--- src/rtl/float_mul_arbiter.sv ---
// float_mul_arbiter: shares one IEEE-754 single-precision multiplier core
// among NUM_REQ requesters, one operation in flight at a time. Operands and
// products pass through untouched.
// Build option: define FMUL_ARB_RR_EN for round-robin arbitration; otherwise
// fixed priority (lowest index wins) with no pointer logic.
module float_mul_arbiter #(
   parameter int unsigned NUM_REQ = 4
) (
   input  logic                  clk,
   input  logic                  rstn,
   input  logic [32*NUM_REQ-1:0] req_a,
   input  logic [32*NUM_REQ-1:0] req_b,
   input  logic [NUM_REQ-1:0]    req_valid,
   output logic [NUM_REQ-1:0]    req_ready,
   output logic [31:0]           rsp_z,
   output logic [NUM_REQ-1:0]    rsp_valid,
   input  logic [NUM_REQ-1:0]    rsp_ready,
   output logic [31:0]           mul_a,
   output logic [31:0]           mul_b,
   output logic                  mul_ab_stb,
   input  logic                  mul_ab_ack,
   input  logic [31:0]           mul_z,
   input  logic                  mul_z_stb,
   output logic                  mul_z_ack,
   output logic                  busy,
   output logic [2:0]            grant_id
);

   typedef enum logic [1:0] {IDLE, ISSUE, WAIT_Z, RESP} state_t;

   state_t               state;
   logic [2:0]           win_idx;
   logic                 win_found;
   logic [31:0]          win_a;
   logic [31:0]          win_b;
   logic [NUM_REQ-1:0]   owner_oh;
`ifdef FMUL_ARB_RR_EN
   logic [2:0]           rr_ptr;
`endif

   // Pick the arbitration winner among pending requesters
   always_comb begin
      win_idx   = '0;
      win_found = 1'b0;
`ifdef FMUL_ARB_RR_EN
      // Two passes emulate a search starting at rr_ptr+1 and wrapping to 0.
      for (int unsigned j = 0; j < NUM_REQ; j++) begin
         if (!win_found && req_valid[j] && (3'(j) > rr_ptr)) begin
            win_idx   = 3'(j);
            win_found = 1'b1;
         end
      end
`endif
      for (int unsigned j = 0; j < NUM_REQ; j++) begin
         if (!win_found && req_valid[j]) begin
            win_idx   = 3'(j);
            win_found = 1'b1;
         end
      end
   end

   // Select the winner's operands and decode the handshake vectors
   always_comb begin
      win_a     = '0;
      win_b     = '0;
      req_ready = '0;
      owner_oh  = '0;
      for (int unsigned j = 0; j < NUM_REQ; j++) begin
         if (win_idx == 3'(j)) begin
            win_a = req_a[32*j +: 32];
            win_b = req_b[32*j +: 32];
            if ((state == IDLE) && win_found) begin
               req_ready[j] = 1'b1;
            end
         end
         if (grant_id == 3'(j)) begin
            owner_oh[j] = 1'b1;
         end
      end
   end

   assign busy = (state != IDLE);

   // Operation sequencer: accept, issue to core, wait for product, respond
   always_ff @(posedge clk or negedge rstn) begin
      if (!rstn) begin
         state      <= IDLE;
         mul_ab_stb <= 1'b0;
         mul_z_ack  <= 1'b0;
         rsp_valid  <= '0;
         mul_a      <= '0;
         mul_b      <= '0;
         rsp_z      <= '0;
         grant_id   <= '0;
`ifdef FMUL_ARB_RR_EN
         rr_ptr     <= 3'(NUM_REQ - 1);
`endif
      end else begin
         mul_z_ack <= 1'b0;
         case (state)
            IDLE: begin
               if (win_found) begin
                  mul_a      <= win_a;
                  mul_b      <= win_b;
                  grant_id   <= win_idx;
                  mul_ab_stb <= 1'b1;
                  state      <= ISSUE;
`ifdef FMUL_ARB_RR_EN
                  rr_ptr     <= win_idx;
`endif
               end
            end
            ISSUE: begin
               if (mul_ab_ack) begin
                  mul_ab_stb <= 1'b0;
                  state      <= WAIT_Z;
               end
            end
            WAIT_Z: begin
               if (mul_z_stb) begin
                  rsp_z     <= mul_z;
                  mul_z_ack <= 1'b1;
                  rsp_valid <= owner_oh;
                  state     <= RESP;
               end
            end
            RESP: begin
               // rsp_valid is one-hot on the owner, so this masks non-owner readies.
               if (|(rsp_ready & rsp_valid)) begin
                  rsp_valid <= '0;
                  state     <= IDLE;
               end
            end
            default: state <= IDLE;
         endcase
      end
   end

endmodule

--- config.mk ---
export PLATFORM = sky130hd
export DESIGN_NAME = float_mul_arbiter
export DESIGN_NICKNAME = d
export VERILOG_FILES = /design/src/rtl/float_mul_arbiter.sv
export SDC_FILE = /design/constraint.sdc
export NUM_CORES = 1
export LEC_CHECK = 0
export ABC_AREA = 1
export CAP_MARGIN = 20
export CORE_ASPECT_RATIO = 0.6
export CORE_MARGIN = 5
export CORE_UTILIZATION = 29
export DETAILED_ROUTE_END_ITERATION = 8
export HOLD_SLACK_MARGIN = 0.02
export PLACE_DENSITY = 0.67
export REMOVE_ABC_BUFFERS = 1
export SLEW_MARGIN = 40
export SYNTH_ARGS = -nofsm -noshare
export SYNTH_HDL_FRONTEND = slang
export SYNTH_SLANG_ARGS = --single-unit
--- constraint.sdc ---
create_clock -name clk -period 1.8 [get_ports clk]
set_input_delay 0.36 -clock clk [delete_from_list [all_inputs] [get_ports clk]]
set_output_delay 0.36 -clock clk [all_outputs]
set_load 0.02 [all_outputs]
==> summary.txt, run 1 <==
Route
  – 1st-iter DRT viols: 600
  – Wire length per cell: 18.2 um
  – First drt pass iteration count: 5
  – Routed WL: 29.5 mm
  – Residual DRC: 0
  – Drt via density: 4.79
  – Via Count: 7770
  – Detail Route Antenna Nets: 0

Power
  – Lkg Pwr: 5.28 nW
  – Worst vdd ir: 0.000536 V
  – Pwr Total: 0.0150 W
  – P per Cell Area: 1320 nW/um2

Logic synthesis
  – Adder-Cell Fraction of Synth Area: 0.00985
  – Synth cell types: 24
  – Commonest cells in the netlist: nand2_1 (379), nor2_1 (138), nand3_1 (137), dfrtp_1 (106), o211ai_1 (64)
  – Cells after Synth: 928
  – Cell taking the most area after synthesis: dfrtp_1
  – Main synth FF type: dfrtp_1
  – Top-count cell post-synth: nand2_1
  – Yosys warning count: 0
  – Yosys top cell area share: 0.418
  – Largest family of logic cells by synthesized area: simple AND/OR/NAND/NOR gates
  – Synth async-reset ratio: 1.00
  – Post-synth EDFFs: 0
  – Synth Register Bits: 106
  – Mux share of post-synthesis cell area: 0
  – Syn_area_per_cell: 6.84 um2
  – XOR/XNOR share of the synthesized area: 0
  – Synth Area in Simple Gates: 0.423
  – Mapped Area: 6350 um2
  – Seq/Total Area, Yosys: 0.418
  – Synth top area cells: dfrtp_1 (42%), nand2_1 (22%), nand3_1 (11%)
  – Synth Area in Compound Gates: 0.0782

GRT
  – Number of global-route vias before repair: 7782
  – Largest net degree at the start of global routing: 66
  – Initial antenna violation count: 1
  – Total global routing overflow: 0
  – GRT Total Usage: 0.229
  – Global-route wire length before repair: 45.7 mm

Die
  – # IOs: 410
  – Die area: 25100 um2
  – Area of the core: 21300 um2
  – # rows: 41
  – Initial core utilization: 0.298
  – Die Span Y: 125 um
  – Die width: 201 um

STA
  – Minimum clock period: 1.78 ns
  – Clock Skew: 0.0104 ns
  – Tcrit/Tclk final: 0.990
  – Final slew viol count: 0
  – Rel. slew slack: 0.611
  – # setup viols final: 0
  – Fin. Hold Viols: 0
  – Fmax: 561 MHz
  – RSZ-0062 raised after global routing: true
  – Setup_tns: 0 ns
  – Actual slew at the worst max-slew pin: 0.583 ns

Critical path
  – Critical path's slowest cell: dfrtp_1
  – Crit path required time: 1.44 ns
  – Cells along the critical path: inv_2, ha_4, buf_6, nand2_4, nor2_4, buf_6
  – Setup CP Type: flop to output port
  – Crit Path Max Fanout: 2
  – Critical Path Max Stage Delay: 0.40 ns
  – Delay-heaviest family, CP: flip-flops
  – CP endpoint kind: output port
  – Flop2flop setup slack: 0.11 ns
  – Critical path arrival: 1.42 ns
  – Startpoint types: flop
  – Critical path's most frequent cell: buf_6
  – Buffers & Inverters on Critical Path: 3

Job
  – Max-Cap Viols: 0

Clock network
  – Sink Count: 106
  – CTS Buf Count: 9
  – Worst skew pair latency: 0.35 ns
  – CTS root buf: clkbuf_16
  – # H-tree levels: 3
  – CTS Buffer Depth: 2
  – CTS tree: done
  – CTS clk-pin slew, worst paths: 0.08 ns

Finish
  – Syn-to-layout area delta: 78.7%
  – # fillers: 2081
  – Final #Nets: 1642
  – Share of cells above drive strength 1: 0.0730

Placement
  – Hpwl dp: 22.4 mm
  – Gp weighted congestion: 0.891
  – IO Port Bufs: 408

Status
  – Outcome: finished, final reports clean

Worst hold path
  – Hold crit path type: input port to async pin
-- power breakdown --
part | switching, W | internal, W
clock network | 0.00102 | 0.000994
registers | 0.000642 | 0.00353
logic | 0.00462 | 0.00416
-- cell families (layout without fill, tap and decap cells) --
| family | Yosys count | in the layout |
|---|---|---|
| adder cells (fa/ha/maj) | 5 | 5 |
| AND/OR/NAND/NOR | 664 | 664 |
| AO/OA/AOI/OAI | 67 | 67 |
| other | 1 | 2 |
| buffers and inverters | 85 | 499 |
| flip-flops | 106 | 106 |
-- layer usage --
metal	up-vias	track usage	wire, um
met5	-	0	0
met4	0	0.0510	481
met3	31	0.0744	2520
met2	315	0.375	13900
met1	3610	0.297	12600
li1	3814	-	-
-- cell usage in the layout (no fill, tap or decap), drive strengths merged --
cell	instances
clkdlybuf4s50	395
nand2	380
nor2	140
nand3	137
dfrtp	106
buf	65
o211ai	64
inv	17
clkbuf	9
ha	5
nor3	4
clkinv	4
dlygate4sd2	3
dlymetal6s2s	3
or2	2
diode	1
nor4	1
a21oi	1
o21ai	1
o22ai	1
conb	1
clkinvlp	1
dlygate4sd3	1
clkdlybuf4s15	1
-- through the flow --
| stage | cells | area, um2 | hold WS [ns] | worst slack (ns) | utilization |
|---|---|---|---|---|---|
| floorplan | 858 | 5960 | 0.0644 | -2.34 | - |
| global placement | 1598 | 10900 | 0.302 | -0.425 | 0.514 |
| detailed placement | 1598 | 10900 | 0.303 | -0.451 | 0.514 |
| CTS | 1620 | 11300 | 0.457 | -0.0394 | 0.532 |
| global route | 1622 | 11300 | 0.490 | -0.0556 | 0.533 |
| finish | 1622 | 11300 | 0.450 | 0.0180 | 0.533 |
-- worst register-to-register path, cell delays in order (launching register included) --
cell	delay [ns]
dfrtp_1	0.40
inv_2	0.08
ha_4	0.14
buf_6	0.10
nand2_4	0.05
buf_4	0.13
buf_4	0.13
buf_4	0.18
buf_12	0.17
nor2_1	0.12
nand2_1	0.07
nand2_1	0.05
-- path summary, 6_finish.rpt --
| path | to | cells past startpoint | startpoint |
|---|---|---|---|
| max in group asynchronous | state[0]$_DFFE_PN0P_ | 3 | rstn |
| setup / recovery | req_ready[0] | 6 | state[1]$_DFFE_PN0P_ |
| min in group clk | mul_b[15]$_DFFE_PN0N_ | 2 | mul_b[15]$_DFFE_PN0N_ |
| hold reg to reg | mul_b[15]$_DFFE_PN0N_ | 2 | mul_b[15]$_DFFE_PN0N_ |
| setup reg to reg | mul_b[26]$_DFFE_PN0N_ | 11 | state[1]$_DFFE_PN0P_ |
| hold / removal | mul_b[17]$_DFFE_PN0N_ | 2 | rstn |
-- sequential cells by signal (all words and copies together), names as in the netlist --
name        flops
mul_a          32
mul_b          32
rsp_z          32
rsp_valid       4
grant_id        2
state           2
mul_ab_stb      1
mul_z_ack       1
-- layout make-up --
cell class | count | area (um2) | area share
Tap cell | 279 | 349 | 0.0308
Sequential cell | 106 | 2650 | 0.234
Clock inverter | 7 | 85.1 | 0.00750
Timing Repair Buffer | 468 | 4660 | 0.411
Inverter | 15 | 56.3 | 0.00496
Antenna cell | 1 | 2.50 | 0.000220
Multi-Input combinational cell | 737 | 3320 | 0.292
Clock buffer | 9 | 225 | 0.0198
-- timing repair --
item	4_1_cts	5_1_grt
hold buffers	1	0
hold endpoints to repair	21	0
resized for setup	36	7
buffers inserted	5	2
pin swaps	5	2
setup endpoints to repair	65	12
cloned	0	0
Power figures use the tool's default switching activity.
==> run 2: changes to the inputs <==
==> constraint.sdc (replaced) <==
create_clock -name clk -period 1.7 [get_ports clk]
set_input_delay 0.34 -clock clk [delete_from_list [all_inputs] [get_ports clk]]
set_output_delay 0.34 -clock clk [all_outputs]
set_load 0.02 [all_outputs]
==> summary.txt, run 2 (synthesized netlist as in run 1, its figures left out) <==
Status
  – Outcome: complete, but fails checks
  – Failing checks: negative setup slack

STA
  – Worst setup margin: -0.0295 ns (-0.0475 ns)
  – # setup viols final: 2 (+2)
  – Final slew viol count: 0 (unchanged)
  – Tcrit/Tclk final: 1.02
  – Fin. Hold Viols: 0 (unchanged)
  – Clock Skew: 0.00708 ns (-0.00329 ns)
  – Minimum clock period: 1.73 ns
  – Setup_tns: -0.0402 ns (-0.0402 ns)
  – Fmax: 578 MHz
  – Rel. slew slack: 0.649 (+0.0376)
  – RSZ-0062 raised after global routing: true
  – Actual slew at the worst max-slew pin: 0.527 ns (-0.0564 ns)

GRT
  – Global-route wire length before repair: 45.4 mm (-0.65%)
  – Number of global-route vias before repair: 7746 (-0.46%)
  – Largest net degree at the start of global routing: 60 (-9.1%)
  – GRT Total Usage: 0.228 (-0.00173)
  – Total global routing overflow: 0 (unchanged)
  – Initial antenna violation count: 2 (+1)

Finish
  – Final Cell Area: 11500 um2 (+1.1%)
  – Syn-to-layout area delta: 80.7%
  – Share of cells above drive strength 1: 0.0690 (-0.00406)
  – Fin util: 0.539 (+0.00582)
  – Top Registers: mul_a: 32 flops, mul_b: 32 flops, rsp_z: 32 flops
  – Final #Nets: 1634 (-0.49%)
  – Most common cell after layout, fill and taps aside: nand2_1
  – Most frequent cells in the layout: nand2_1 (376), clkdlybuf4s50_1 (308), nand3_1 (136)

Route
  – Detail Route Antenna Nets: 0 (unchanged)
  – Drt via density: 4.79 (about the same)
  – Wire length per cell: 18.2 um (about the same)
  – 1st-iter DRT viols: 413 (-31%)
  – Residual DRC: 0 (unchanged)
  – Routed WL: 29.3 mm (-0.56%)
  – First drt pass iteration count: 5 (unchanged)
  – Via Count: 7731 (-0.50%)

Critical path
  – Critical Path Max Stage Delay: 0.40 ns (about the same)
  – CP endpoint kind: output port
  – Worst r2r src: state[0]$_DFFE_PN0P_
  – Buffers & Inverters on Critical Path: 3 (unchanged)
  – Delay-heaviest family, CP: flip-flops
  – Flop2flop setup slack: 0.09 ns (-0.02 ns)
  – Worst reg2reg path depth: 10 (-1)
  – Critical path's slowest cell: dfrtp_1
  – FF-to-FF End: mul_b[11]$_DFFE_PN0N_
  – Crit path required time: 1.36 ns (-0.08 ns)
  – Startpoint types: flop
  – Crit Path Max Fanout: 2 (unchanged)
  – Setup CP Type: flop to output port
  – Cells along the critical path: inv_2, ha_4, buf_6, nand2_8, nor2_4, buf_12
  – Critical path arrival: 1.39 ns (-0.03 ns)

Placement
  – Gp weighted congestion: 0.879 (-1.4%)
  – IO Port Bufs: 408 (unchanged)
  – Setup WS pre-CTS: -0.510 ns (-0.0586 ns)
  – Post-DP Area: 11000 um2 (+0.16%)
  – Hpwl dp: 22.1 mm (-1.5%)

Clock network
  – CTS tree: done
  – CTS root buf: clkbuf_16
  – CTS Buffer Depth: 2 (unchanged)
  – CTS clk-pin slew, worst paths: 0.08 ns (about the same)
  – # H-tree levels: 3 (unchanged)
  – Worst skew pair latency: 0.35 ns (about the same)
  – CTS Buf Count: 9 (unchanged)
  – Sink Count: 106 (unchanged)

Job
  – Max-Cap Viols: 0 (unchanged)

Die
  – # IOs: 410 (unchanged)
  – Die area: 25100 um2 (unchanged)
  – Initial core utilization: 0.298 (unchanged)
  – Area of the core: 21300 um2 (unchanged)
  – Die Span Y: 125 um (unchanged)
  – Die width: 201 um (unchanged)
  – # rows: 41 (unchanged)

Power
  – Pwr Total: 0.0155 W (+3.6%)
  – P per Cell Area: 1350 nW/um2 (+2.5%)
  – Worst vdd ir: 0.000564 V (+5.3%)
  – Lkg Pwr: 5.95 nW (+13%)

Worst hold path
  – Hold crit path type: input port to async pin
## run 2: changes by cell type in the layout (fill, tap and decap cells not counted), sizes merged
cell | before | now
dlygate4sd2 | 3 | 44
clkinv | 4 | 3
clkdlybuf4s50 | 395 | 308
buf | 65 | 57
bufinv | 0 | 1
dlymetal6s2s | 3 | 50
clkdlybuf4s15 | 1 | 0
## run 2: final cells by class
cell class                      count  area [um2]
Fill cell                        2040        9820
Clock inverter                      7        98.8
Multi-Input combinational cell    737        3350
Timing Repair Buffer              460        4740
Antenna cell                        1        2.50
Tap cell                          279         349
Sequential cell                   106        2650
Inverter                           15        58.8
Clock buffer                        9         225
## run 2: worst max path at each step
stage / startpoint / end / cells after the start
floorplan: req_valid[2] / req_ready[0] / 5
global placement: req_valid[1] / req_ready[1] / 6
detailed placement: req_valid[1] / req_ready[1] / 6
CTS: state[1]$_DFFE_PN0P_ / req_ready[0] / 6
global route: state[1]$_DFFE_PN0P_ / req_ready[0] / 6
finish: state[0]$_DFFE_PN0P_ / req_ready[0] / 6
## run 2: stage by stage
step	hold slack [ns]	cells
floorplan	0.0444	858
global placement	0.256	1592
detailed placement	0.258	1592
CTS	0.405	1612
global route	0.439	1614
finish	0.416	1614
## run 2: worst reg2reg max path, stage by stage (launching register included)
cell and delay (ns):
dfrtp_1 0.40, inv_2 0.08, ha_4 0.16, buf_6 0.12, nand2_8 0.05, buf_4 0.16, buf_12 0.14, buf_12 0.17
buf_4 0.13, nand2_1 0.05, nand2_1 0.05
## run 2: where the power goes
group          switching [W]  internal (W)  leakage [nW]  total, W
Sequential          0.000629       0.00373          1.32   0.00436
Combinational        0.00491       0.00397          4.48   0.00887
Clock                0.00108       0.00119         0.154   0.00227
Total                0.00662       0.00889          5.95    0.0155
## run 2: routing by layer
layer	global-route usage	wire, um	up-vias
met5	0	13	-
met4	0.0392	363	2
met3	0.0760	2420	29
met2	0.389	14100	304
met1	0.284	12400	3603
li1	-	-	3793
## run 2: timing repair
item	4_1_cts	5_1_grt
gates resized for setup	79	58
setup endpoints to repair	56	58
hold endpoints to repair	16	0
setup buffers	3	1
hold buffers	1	0
pin swaps	3	2
==> run 3: changes to the inputs <==
--- a/config.mk
+++ b/config.mk
@@ -11,8 +11,8 @@
 export CORE_MARGIN = 5
 export CORE_UTILIZATION = 29
 export DETAILED_ROUTE_END_ITERATION = 8
+export DONT_BUFFER_PORTS = 1
 export HOLD_SLACK_MARGIN = 0.02
-export PLACE_DENSITY = 0.67
 export REMOVE_ABC_BUFFERS = 1
 export SLEW_MARGIN = 40
 export SYNTH_ARGS = -nofsm -noshare
==> summary.txt, run 3 (synthesized netlist as in run 1, its figures left out) <==
GRT
  – GRT Total Usage: 0.183 (-0.0440)
  – Largest net degree at the start of global routing: 107 (+78%)
  – Total global routing overflow: 0 (unchanged)
  – Number of global-route vias before repair: 5961 (-23%)
  – Global-route wire length before repair: 36.4 mm (-20%)
  – Initial antenna violation count: 1 (-1)

STA
  – Clock Skew: 0.00976 ns (+0.00268 ns)
  – RSZ-0062 raised after global routing: true
  – Setup_tns: -0.0179 ns (+0.0223 ns)
  – Fmax: 582 MHz (+0.71%)
  – Minimum clock period: 1.72 ns (-0.0122 ns)
  – # setup viols final: 2 (unchanged)
  – Hold Slack: -0.324 ns (-0.739 ns)
  – Final slew viol count: 0 (unchanged)
  – Fin. Hold Viols: 106 (+106)
  – Worst setup margin: -0.0173 ns (+0.0122 ns)
  – Tcrit/Tclk final: 1.01 (-0.00715)

Placement
  – Gp weighted congestion: 0.859 (-2.3%)
  – IO Port Bufs: 0 (-100%)
  – Setup WS pre-CTS: 0.111 ns (+0.621 ns)
  – Hpwl dp: 18.2 mm (-18%)

Critical path
  – Critical path arrival: 1.38 ns (about the same)
  – Setup CP Type: flop to output port
  – Crit path required time: 1.36 ns (about the same)
  – Crit Path Max Fanout: 3 (+1)
  – CP endpoint kind: output port
  – Worst reg2reg path depth: 9 (-1)
  – Startpoint types: flop

Finish
  – Fin util: 0.332 (-0.207)
  – # fillers: 2266 (+11%)
  – Final #Nets: 1211 (-26%)
  – Share of cells above drive strength 1: 0.0790 (+0.0101)
  – Most common cell after layout, fill and taps aside: nand2_1
  – Top Registers: mul_a: 32 flops, mul_b: 32 flops, rsp_z: 32 flops
  – Most frequent cells in the layout: nand2_1 (377), nand3_1 (136), nor2_1 (135)
  – Syn-to-layout area delta: 11.4%
  – Storage cell area: 2650 um2 (unchanged)
  – Multi-input logic area: 3330 um2 (-0.56%)

Status
  – Failing checks: negative hold slack, negative setup slack
  – Outcome: complete, but fails checks

Clock network
  – CTS tree: done
  – CTS root buf: clkbuf_16
  – CTS clk-pin slew, worst paths: 0.08 ns (about the same)
  – CTS Buf Count: 9 (unchanged)
  – # H-tree levels: 3 (unchanged)
  – CTS Buffer Depth: 2 (unchanged)
  – Sink Count: 106 (unchanged)
  – Worst skew pair latency: 0.37 ns (+0.02 ns)

Route
  – 1st-iter DRT viols: 556 (+35%)
  – Drt via density: 5.31 (+11%)
  – Via Count: 6320 (-18%)
  – First drt pass iteration count: 5 (unchanged)
  – Routed WL: 24.0 mm (-18%)
  – Residual DRC: 0 (unchanged)
  – Wire length per cell: 20.1 um (+11%)
  – Detail Route Antenna Nets: 0 (unchanged)

Power
  – Pwr Total: 0.0125 W (-19%)
  – P per Cell Area: 1770 nW/um2 (+31%)
  – Lkg Pwr: 3.52 nW (-41%)
  – Worst vdd ir: 0.000813 V (+44%)

Die
  – # IOs: 410 (unchanged)
  – Die area: 25100 um2 (unchanged)
  – # rows: 41 (unchanged)
  – Initial core utilization: 0.298 (unchanged)
  – Die width: 201 um (unchanged)
  – Die Span Y: 125 um (unchanged)
  – Area of the core: 21300 um2 (unchanged)

Job
  – Max-Cap Viols: 0 (unchanged)

Worst hold path
  – Hold crit path type: input port to async pin
## run 3: per-layer routing
| metal | vias up | share of wire | global-route usage |
|---|---|---|---|
| met4 | 0 | 0.018 | 0.0501 |
| met3 | 38 | 0.099 | 0.0671 |
| met2 | 346 | 0.47 | 0.295 |
| met1 | 2981 | 0.41 | 0.233 |
| li1 | 2955 | - | - |
| met5 | - | 0 | 0 |
## run 3: per-stage QoR
| stage | hold slack (ns) | instances | area, um2 |
|---|---|---|---|
| 2_1_floorplan | 0.0444 | 858 | 5960 |
| 3_3_place_gp | 0.0479 | 1165 | 6640 |
| 3_5_place_dp | 0.0477 | 1165 | 6640 |
| 4_1_cts | -0.358 | 1187 | 7030 |
| 5_1_grt | -0.359 | 1191 | 7080 |
| 6_report | -0.324 | 1191 | 7080 |
## run 3: repair_timing
action | in CTS | in global routing
pin swaps | 4 | 3
endpoints found under the setup margin | 5 | 5
resized for setup | 15 | 6
setup buffers | 6 | 3
cloned | 0 | 0
hold endpoints to repair | 106 | 106
## run 3: where the power goes
group | switching (W) | internal, W | leakage [nW]
sequential | 0.00253 | 0.00372 | 1.32
combinational | 0.00247 | 0.00166 | 2.06
clock | 0.00107 | 0.00104 | 0.143
total | 0.00607 | 0.00642 | 3.52
## run 3: worst paths after layout
path / startpoint / to / slack [ns]
max: state[1]$_DFFE_PN0P_ / req_ready[0] / -0.02
min in group clk: mul_z[16] / rsp_z[16]$_DFFE_PN0P_ / 0.08
max in group asynchronous: rstn / rsp_valid[1]$_DFFE_PN0P_ / 1.67
max reg2reg: state[1]$_DFFE_PN0P_ / mul_ab_stb$_DFFE_PN0P_ / 0.10
min reg2reg: rsp_z[26]$_DFFE_PN0P_ / rsp_z[26]$_DFFE_PN0P_ / 0.64
min: rstn / mul_a[25]$_DFFE_PN0N_ / -0.32
## run 3: cell type report
type | count | share of cell area
Antenna cell | 1 | 0.000354
Clock buffer | 9 | 0.0318
Clock inverter | 7 | 0.00972
Inverter | 15 | 0.00831
Multi-Input combinational cell | 737 | 0.471
Sequential cell | 106 | 0.375
Tap cell | 279 | 0.0493
Timing Repair Buffer | 37 | 0.0548
## run 3: worst max-delay path, stage by stage, from the launching register on
cell	delay (ns)
dfrtp_1	0.40
inv_2	0.09
ha_4	0.15
buf_6	0.11
nand2_8	0.06
nor2_4	0.08
buf_6	0.12
